$ cat config.mk
export PLATFORM = sky130hd
export DESIGN_NAME = cpu_ctrl_fsm
export DESIGN_NICKNAME = d
export VERILOG_FILES = /design/src/rtl/cpu_ctrl_fsm.sv
export SDC_FILE = /design/constraint.sdc
export NUM_CORES = 1
export LEC_CHECK = 0
export BUFFER_PORTS_ARGS = -buffer_cell sky130_fd_sc_hd__buf_2
export CAP_MARGIN = 5
export CORE_MARGIN = 4
export CORE_UTILIZATION = 39
export CTS_BUF_LIST = sky130_fd_sc_hd__clkbuf_4 sky130_fd_sc_hd__clkbuf_8
export CTS_CLUSTER_DIAMETER = 150
export DETAILED_ROUTE_END_ITERATION = 6
export MAX_ROUTING_LAYER = met4
export SYNTH_ARGS = -nofsm -noshare
export SYNTH_HDL_FRONTEND = slang
export SYNTH_SLANG_ARGS = --single-unit
$ cat constraint.sdc
create_clock -name clk_i -period 3 [get_ports clk_i]
set_clock_uncertainty 0.1 [all_clocks]
set_input_delay 0.6 -clock clk_i [delete_from_list [all_inputs] [get_ports clk_i]]
set_output_delay 0.6 -clock clk_i [all_outputs]
set_load 0.01 [all_outputs]
$ cat src/rtl/cpu_ctrl_fsm.sv
// cpu_ctrl_fsm: multi-cycle control sequencer for the 16-bit RISC core.
// Walks fetch / PC update / decode, then the micro-step chain of each
// instruction, and decodes every datapath, PC, IR and RAM strobe from the
// current state. Memory states end either after a fixed cycle count or on a
// ready handshake, selected at elaboration time.
module cpu_ctrl_fsm #(
    parameter int MEM_WAIT      = 1,
    parameter bit MEM_HANDSHAKE = 1'b0,
    parameter int STATE_W       = 5
) (
    input  logic               clk_i,
    input  logic               reset_i,
    input  logic [2:0]         opcode_i,
    input  logic [1:0]         op_i,
    input  logic               mem_ready_i,
    output logic [1:0]         nsel_o,
    output logic [1:0]         vsel_o,
    output logic               loada_o,
    output logic               loadb_o,
    output logic               loadc_o,
    output logic               loads_o,
    output logic               write_o,
    output logic               asel_o,
    output logic               bsel_o,
    output logic               loadpc_o,
    output logic               resetpc_o,
    output logic               loadir_o,
    output logic               loadaddr_o,
    output logic               msel_o,
    output logic               mwrite_o,
    output logic               mem_req_o,
    output logic               halted_o,
    output logic               illegal_o,
    output logic [STATE_W-1:0] state_o
);

    typedef enum logic [4:0] {
        S_RESET, S_FETCH, S_LOAD_IR, S_UPDATE_PC, S_DECODE,
        S_WRITE_IMM, S_GET_B, S_GET_A, S_ALU_SH, S_ALU_C,
        S_WRITE_RD, S_ALU_S, S_ADDR_C, S_LOAD_ADDR, S_MEM_RD,
        S_WRITE_MEM, S_GET_RD, S_PASS_C, S_MEM_WR, S_HALT
    } state_t;

    // Instruction class remembered from DECODE so later shared steps can route
    typedef enum logic [2:0] {
        C_SHIFT, C_ARITH, C_CMP, C_LDR, C_STR
    } instr_t;

    localparam logic [3:0] WaitLoad = 4'(MEM_WAIT - 1);

    state_t     state_q, state_d;
    instr_t     instr_q, instr_d;
    logic [3:0] waitCnt_q, waitCnt_d;
    logic       illegal_q, illegal_d;
    logic       memState;
    logic       memDone;

    assign memState = state_q inside {S_FETCH, S_MEM_RD, S_MEM_WR};
    assign memDone  = MEM_HANDSHAKE ? mem_ready_i : (waitCnt_q == 4'd0);

    // State, class, wait counter and illegal flag; reset wins over everything
    always_ff @(posedge clk_i) begin
        if (!reset_i) begin
            state_q   <= S_RESET;
            instr_q   <= C_SHIFT;
            waitCnt_q <= 4'd0;
            illegal_q <= 1'b0;
        end else begin
            state_q   <= state_d;
            instr_q   <= instr_d;
            waitCnt_q <= waitCnt_d;
            illegal_q <= illegal_d;
        end
    end

    // Next-state sequencing; opcode/op only matter while in DECODE
    always_comb begin
        state_d   = state_q;
        instr_d   = instr_q;
        illegal_d = illegal_q;
        case (state_q)
            S_RESET:     state_d = S_FETCH;
            S_FETCH:     if (memDone) state_d = S_LOAD_IR;
            S_LOAD_IR:   state_d = S_UPDATE_PC;
            S_UPDATE_PC: state_d = S_DECODE;
            S_DECODE: begin
                casez ({opcode_i, op_i})
                    5'b110_10: state_d = S_WRITE_IMM;
                    5'b110_00, 5'b101_11: begin
                        instr_d = C_SHIFT;
                        state_d = S_GET_B;
                    end
                    5'b101_00, 5'b101_10: begin
                        instr_d = C_ARITH;
                        state_d = S_GET_B;
                    end
                    5'b101_01: begin
                        instr_d = C_CMP;
                        state_d = S_GET_B;
                    end
                    5'b011_00: begin
                        instr_d = C_LDR;
                        state_d = S_GET_A;
                    end
                    5'b100_00: begin
                        instr_d = C_STR;
                        state_d = S_GET_A;
                    end
                    5'b111_??: state_d = S_HALT;
                    default: begin
                        illegal_d = 1'b1;
                        state_d   = S_HALT;
                    end
                endcase
            end
            S_WRITE_IMM: state_d = S_FETCH;
            S_GET_B:     state_d = (instr_q == C_SHIFT) ? S_ALU_SH : S_GET_A;
            S_GET_A: begin
                case (instr_q)
                    C_CMP:        state_d = S_ALU_S;
                    C_LDR, C_STR: state_d = S_ADDR_C;
                    default:      state_d = S_ALU_C;
                endcase
            end
            S_ALU_SH:    state_d = S_WRITE_RD;
            S_ALU_C:     state_d = S_WRITE_RD;
            S_WRITE_RD:  state_d = S_FETCH;
            S_ALU_S:     state_d = S_FETCH;
            S_ADDR_C:    state_d = S_LOAD_ADDR;
            S_LOAD_ADDR: state_d = (instr_q == C_STR) ? S_GET_RD : S_MEM_RD;
            S_MEM_RD:    if (memDone) state_d = S_WRITE_MEM;
            S_WRITE_MEM: state_d = S_FETCH;
            S_GET_RD:    state_d = S_PASS_C;
            S_PASS_C:    state_d = S_MEM_WR;
            S_MEM_WR:    if (memDone) state_d = S_FETCH;
            S_HALT:      state_d = S_HALT;
            default:     state_d = S_RESET;
        endcase
    end

    // Wait counter counts down inside a memory state and reloads on entry
    always_comb begin
        waitCnt_d = waitCnt_q;
        if (memState && (waitCnt_q != 4'd0)) begin
            waitCnt_d = waitCnt_q - 4'd1;
        end
        if ((state_d != state_q) && (state_d inside {S_FETCH, S_MEM_RD, S_MEM_WR})) begin
            waitCnt_d = WaitLoad;
        end
    end

    // Moore output decode: every strobe comes from the current state alone
    always_comb begin
        nsel_o     = 2'b00;
        vsel_o     = 2'b00;
        loada_o    = 1'b0;
        loadb_o    = 1'b0;
        loadc_o    = 1'b0;
        loads_o    = 1'b0;
        write_o    = 1'b0;
        asel_o     = 1'b0;
        bsel_o     = 1'b0;
        loadpc_o   = 1'b0;
        resetpc_o  = 1'b0;
        loadir_o   = 1'b0;
        loadaddr_o = 1'b0;
        msel_o     = 1'b0;
        mwrite_o   = 1'b0;
        mem_req_o  = 1'b0;
        halted_o   = 1'b0;
        case (state_q)
            S_RESET: begin
                loadpc_o  = 1'b1;
                resetpc_o = 1'b1;
            end
            S_FETCH:     mem_req_o = 1'b1;
            S_LOAD_IR:   loadir_o  = 1'b1;
            S_UPDATE_PC: loadpc_o  = 1'b1;
            S_WRITE_IMM: begin
                vsel_o  = 2'b01;
                write_o = 1'b1;
            end
            S_GET_B: begin
                nsel_o  = 2'b10;
                loadb_o = 1'b1;
            end
            S_GET_A:     loada_o = 1'b1;
            S_ALU_SH: begin
                asel_o  = 1'b1;
                loadc_o = 1'b1;
            end
            S_ALU_C:     loadc_o = 1'b1;
            S_WRITE_RD: begin
                nsel_o  = 2'b01;
                vsel_o  = 2'b11;
                write_o = 1'b1;
            end
            S_ALU_S:     loads_o = 1'b1;
            S_ADDR_C: begin
                bsel_o  = 1'b1;
                loadc_o = 1'b1;
            end
            S_LOAD_ADDR: loadaddr_o = 1'b1;
            S_MEM_RD: begin
                msel_o    = 1'b1;
                mem_req_o = 1'b1;
            end
            S_WRITE_MEM: begin
                nsel_o  = 2'b01;
                msel_o  = 1'b1;
                write_o = 1'b1;
            end
            S_GET_RD: begin
                nsel_o  = 2'b01;
                loadb_o = 1'b1;
            end
            S_PASS_C: begin
                asel_o  = 1'b1;
                loadc_o = 1'b1;
            end
            S_MEM_WR: begin
                msel_o    = 1'b1;
                mwrite_o  = 1'b1;
                mem_req_o = 1'b1;
            end
            S_HALT:      halted_o = 1'b1;
            default: ;
        endcase
    end

    assign illegal_o = illegal_q;
    assign state_o   = STATE_W'(state_q);

endmodule

==> impl_metrics.py <==
metrics = {
    "sta": {
        "setup-tns-final_ps": 0,
        "slew_viol_final": 0,
        "fmax_ghz": 0.385,
        "setup_violations": 0,
        "rsz0062_at_grt": "no",
        "finalCriticalPeriod_ps": 2600,
        "finalCritPeriodShare": 0.866,
        "tightest_slew_ps": 637,
        "hold_viol": 0,
        "relSlewSlack": 0.565,
    },
    "die": {
        "core_area_sq_mm": 0.00369,
        "initial_core_util": 0.406,
        "rows": 22,
        "die_y_microns": 70.0,
        "die_area_sq_mm": 0.00490,
        "die_w_microns": 70.0,
        "io_pins": 33,
    },
    "setup_path": {
        "cp.depth": 5,
        "max_stage_delay_ps": 690,
        "crit_chain": "buf_4 -> nor2b_2 -> a21oi_1 -> o32ai_1 -> buf_2",
        "path_class": "register to primary output",
        "cp_slowest_cell": "dfxtp_1",
        "cp.required_ps": 2300,
        "cp-start-kind": "register",
        "r2r_cells": 7,
        "cpLargestDelayFamily": "flip-flops",
        "critPathBufInv": 2,
        "crit_arrival_ps": 1900,
        "critPathMaxFanout": 16,
        "critPathCaptureType": "primary output",
    },
    "clock_tree": {
        "path_clk_slew_ps": 60,
        "cts_buffers": 3,
        "cts_setup_buffers": 0,
        "cts_root_buffer": "clkbuf_8",
        "cts.repair.resized": 0,
        "cts_tree": "yes",
        "clock_latency_ps": 240,
        "ctsHoldBuffers": 0,
        "htree_num_levels": 1,
        "clockBufferDepth": 2,
        "clock-sinks": 13,
    },
    "placed_design": {
        "port_buffers": 31,
        "dp_hpwl_microns": 3030,
        "place.gp.congestion": 0.806,
        "dpl_cell_area_sq_mm": 0.00164,
    },
    "global_route": {
        "grt.total_usage": 0.160,
        "grt_max_degree": 18,
        "gr-total-overflow": 0,
        "grt_pass1_wl_microns": 6380,
        "antenna_found_initial": 0,
        "grt_pass1_vias": 1352,
    },
    "routing": {
        "drt_iter0_drc": 131,
        "wl_microns": 3910,
        "drtPass1Iterations": 4,
        "drc_errors": 0,
        "viasPerCell": 5.51,
        "routedWlPerCell_microns": 14.1,
        "drtAntennaViolNets": 0,
        "routed-via-count": 1527,
    },
    "yosys": {
        "synth_area_sq_mm": 0.00150,
        "ys_warn_count": 0,
        "syn_nets": 209,
        "synth-edff-count": 0,
        "synth_top_area_frac": 0.174,
        "syn_area_per_cell_sq_um": 7.49,
        "synthDistinctLibCells": 63,
        "ys_seq_elements": 13,
        "synthArstFlopShare": 0,
        "synthTopCellsByArea": "dfxtp_1 17%, nor2_1 5.5%, nor3_1 5.3%",
        "syn_inst": 200,
        "synth_top_area_cell": "dfxtp_1",
        "yosysSeqAreaShare": 0.174,
        "ys.flop_type": "dfxtp_1",
    },
    "cells_and_area": {
        "syn_to_final_growth_pct": 12.4,
        "drive_gt1_frac": 0.288,
        "fillerInstances": 417,
        "regArea_sq_um": 260,
        "postLayoutCellArea_sq_mm": 0.00168,
        "diodes": 0,
        "finalNetCount": 239,
        "multi_input_area_sq_mm": 0.00107,
    },
    "worst_hold_path": {
        "min-delay-path-class": "register to register",
        "min_path_cells": 2,
    },
    "pwr": {
        "ir_worst_vdd_mv": 0.441,
        "leakage_uw": 0.000663,
        "power_per_cell_area_mw_per_mm2": 752,
    },
    "run_status": {
        "outcome": "finished clean",
    },
    "job": {
        "cap_violations": 0,
    },
}
[tightest hold or removal path: stages, from the launching register on]
cell     delay (ps)
dfxtp_1         330
a31oi_1          50
nor2_1           80
[per-layer routing]
metal	share of wire	track usage
met3	0.058	0.0216
met4	0.0089	0.0383
met5	0	-
met2	0.46	0.250
met1	0.48	0.218
[path summary, 6_finish.rpt]
check / endpoint / from / slack, ps
worst min-delay path: illegal_o$_SDFFE_PN0P_ / illegal_o$_SDFFE_PN0P_ / 390
worst max-delay path: nsel_o[0] / state_o[3]$_SDFF_PN0_ / 400
worst min register to register: illegal_o$_SDFFE_PN0P_ / illegal_o$_SDFFE_PN0P_ / 390
worst max register to register: waitCnt_q[3]$_SDFFE_PP0P_ / state_o[2]$_SDFF_PN0_ / 440
[registers in the layout, indices dropped and copies added (netlist names)]
name       flops
state_o        5
instr_q        3
waitCnt_q      4
illegal_o      1
[layout make-up]
class,count,area share
tap,48,0.0357
clock buffer,3,0.0245
inverter,8,0.0178
timing repair buffer,39,0.128
multi-input combinational,165,0.637
sequential,13,0.155
clock inverter,1,0.00297
[placed cells by master, fill, tap and decap left out, types with 2 or more instances in the layout]
cell / count
a2111oi_0: 2
a2111oi_2: 2
a21o_1: 2
a21oi_1: 14
a22oi_1: 2
a311oi_1: 3
a31oi_1: 4
and2_1: 3
and3_1: 2
buf_2: 31
buf_4: 8
clkbuf_8: 3
dfxtp_1: 13
inv_1: 7
mux2i_1: 2
nand2_1: 19
nand2b_1: 8
nand3_1: 5
nand4_2: 2
nor2_1: 22
nor2b_1: 3
nor3_1: 16
nor3_2: 2
nor3b_1: 4
nor4b_1: 2
o21a_1: 2
o21ai_0: 2
o22ai_1: 5
or2_2: 2
or3b_4: 2
xnor2_1: 5
[cell families (layout without fill, tap and decap cells)]
kind of cell	count (synthesis)	in the layout	share of synthesized area
buffers and inverters	22	51	0.111
adder cells (fa/ha/maj)	1	1	0.00835
multiplexers	3	3	0.0234
AO/OA/AOI/OAI	52	52	0.258
flip-flops	13	13	0.174
AND/OR/NAND/NOR	104	104	0.397
XOR/XNOR	5	5	0.0292
[synthesized netlist by cell type, types with 4 or more instances]
| library cell | count |
|---|---|
| nand3_1 | 5 |
| dfxtp_1 | 13 |
| nor2_1 | 22 |
| xnor2_1 | 5 |
| nand2_1 | 19 |
| o22ai_1 | 5 |
| nor3b_1 | 4 |
| inv_1 | 7 |
| clkbuf_8 | 4 |
| nand2b_1 | 8 |
| nor3_1 | 16 |
| buf_6 | 5 |
| a21oi_1 | 14 |
| a31oi_1 | 4 |
[metrics by stage]
stage	util	hold WS (ps)	instances	setup slack, ps	total power (uW)
floorplan	-	384	200	678	986
global placement	0.444	375	273	429	1110
detailed placement	0.444	377	273	405	1120
CTS	0.457	396	277	394	1280
global route	0.457	423	277	160	1370
finish	0.457	394	277	402	1270
[power by group]
| group | switching (uW) | total, uW | internal [uW] |
|---|---|---|---|
| clock | 62.7 | 154 | 91.6 |
| combinational | 483 | 855 | 372 |
| sequential | 55.2 | 258 | 203 |
| total | 601 | 1270 | 666 |
(Power assumes the default switching activity.)
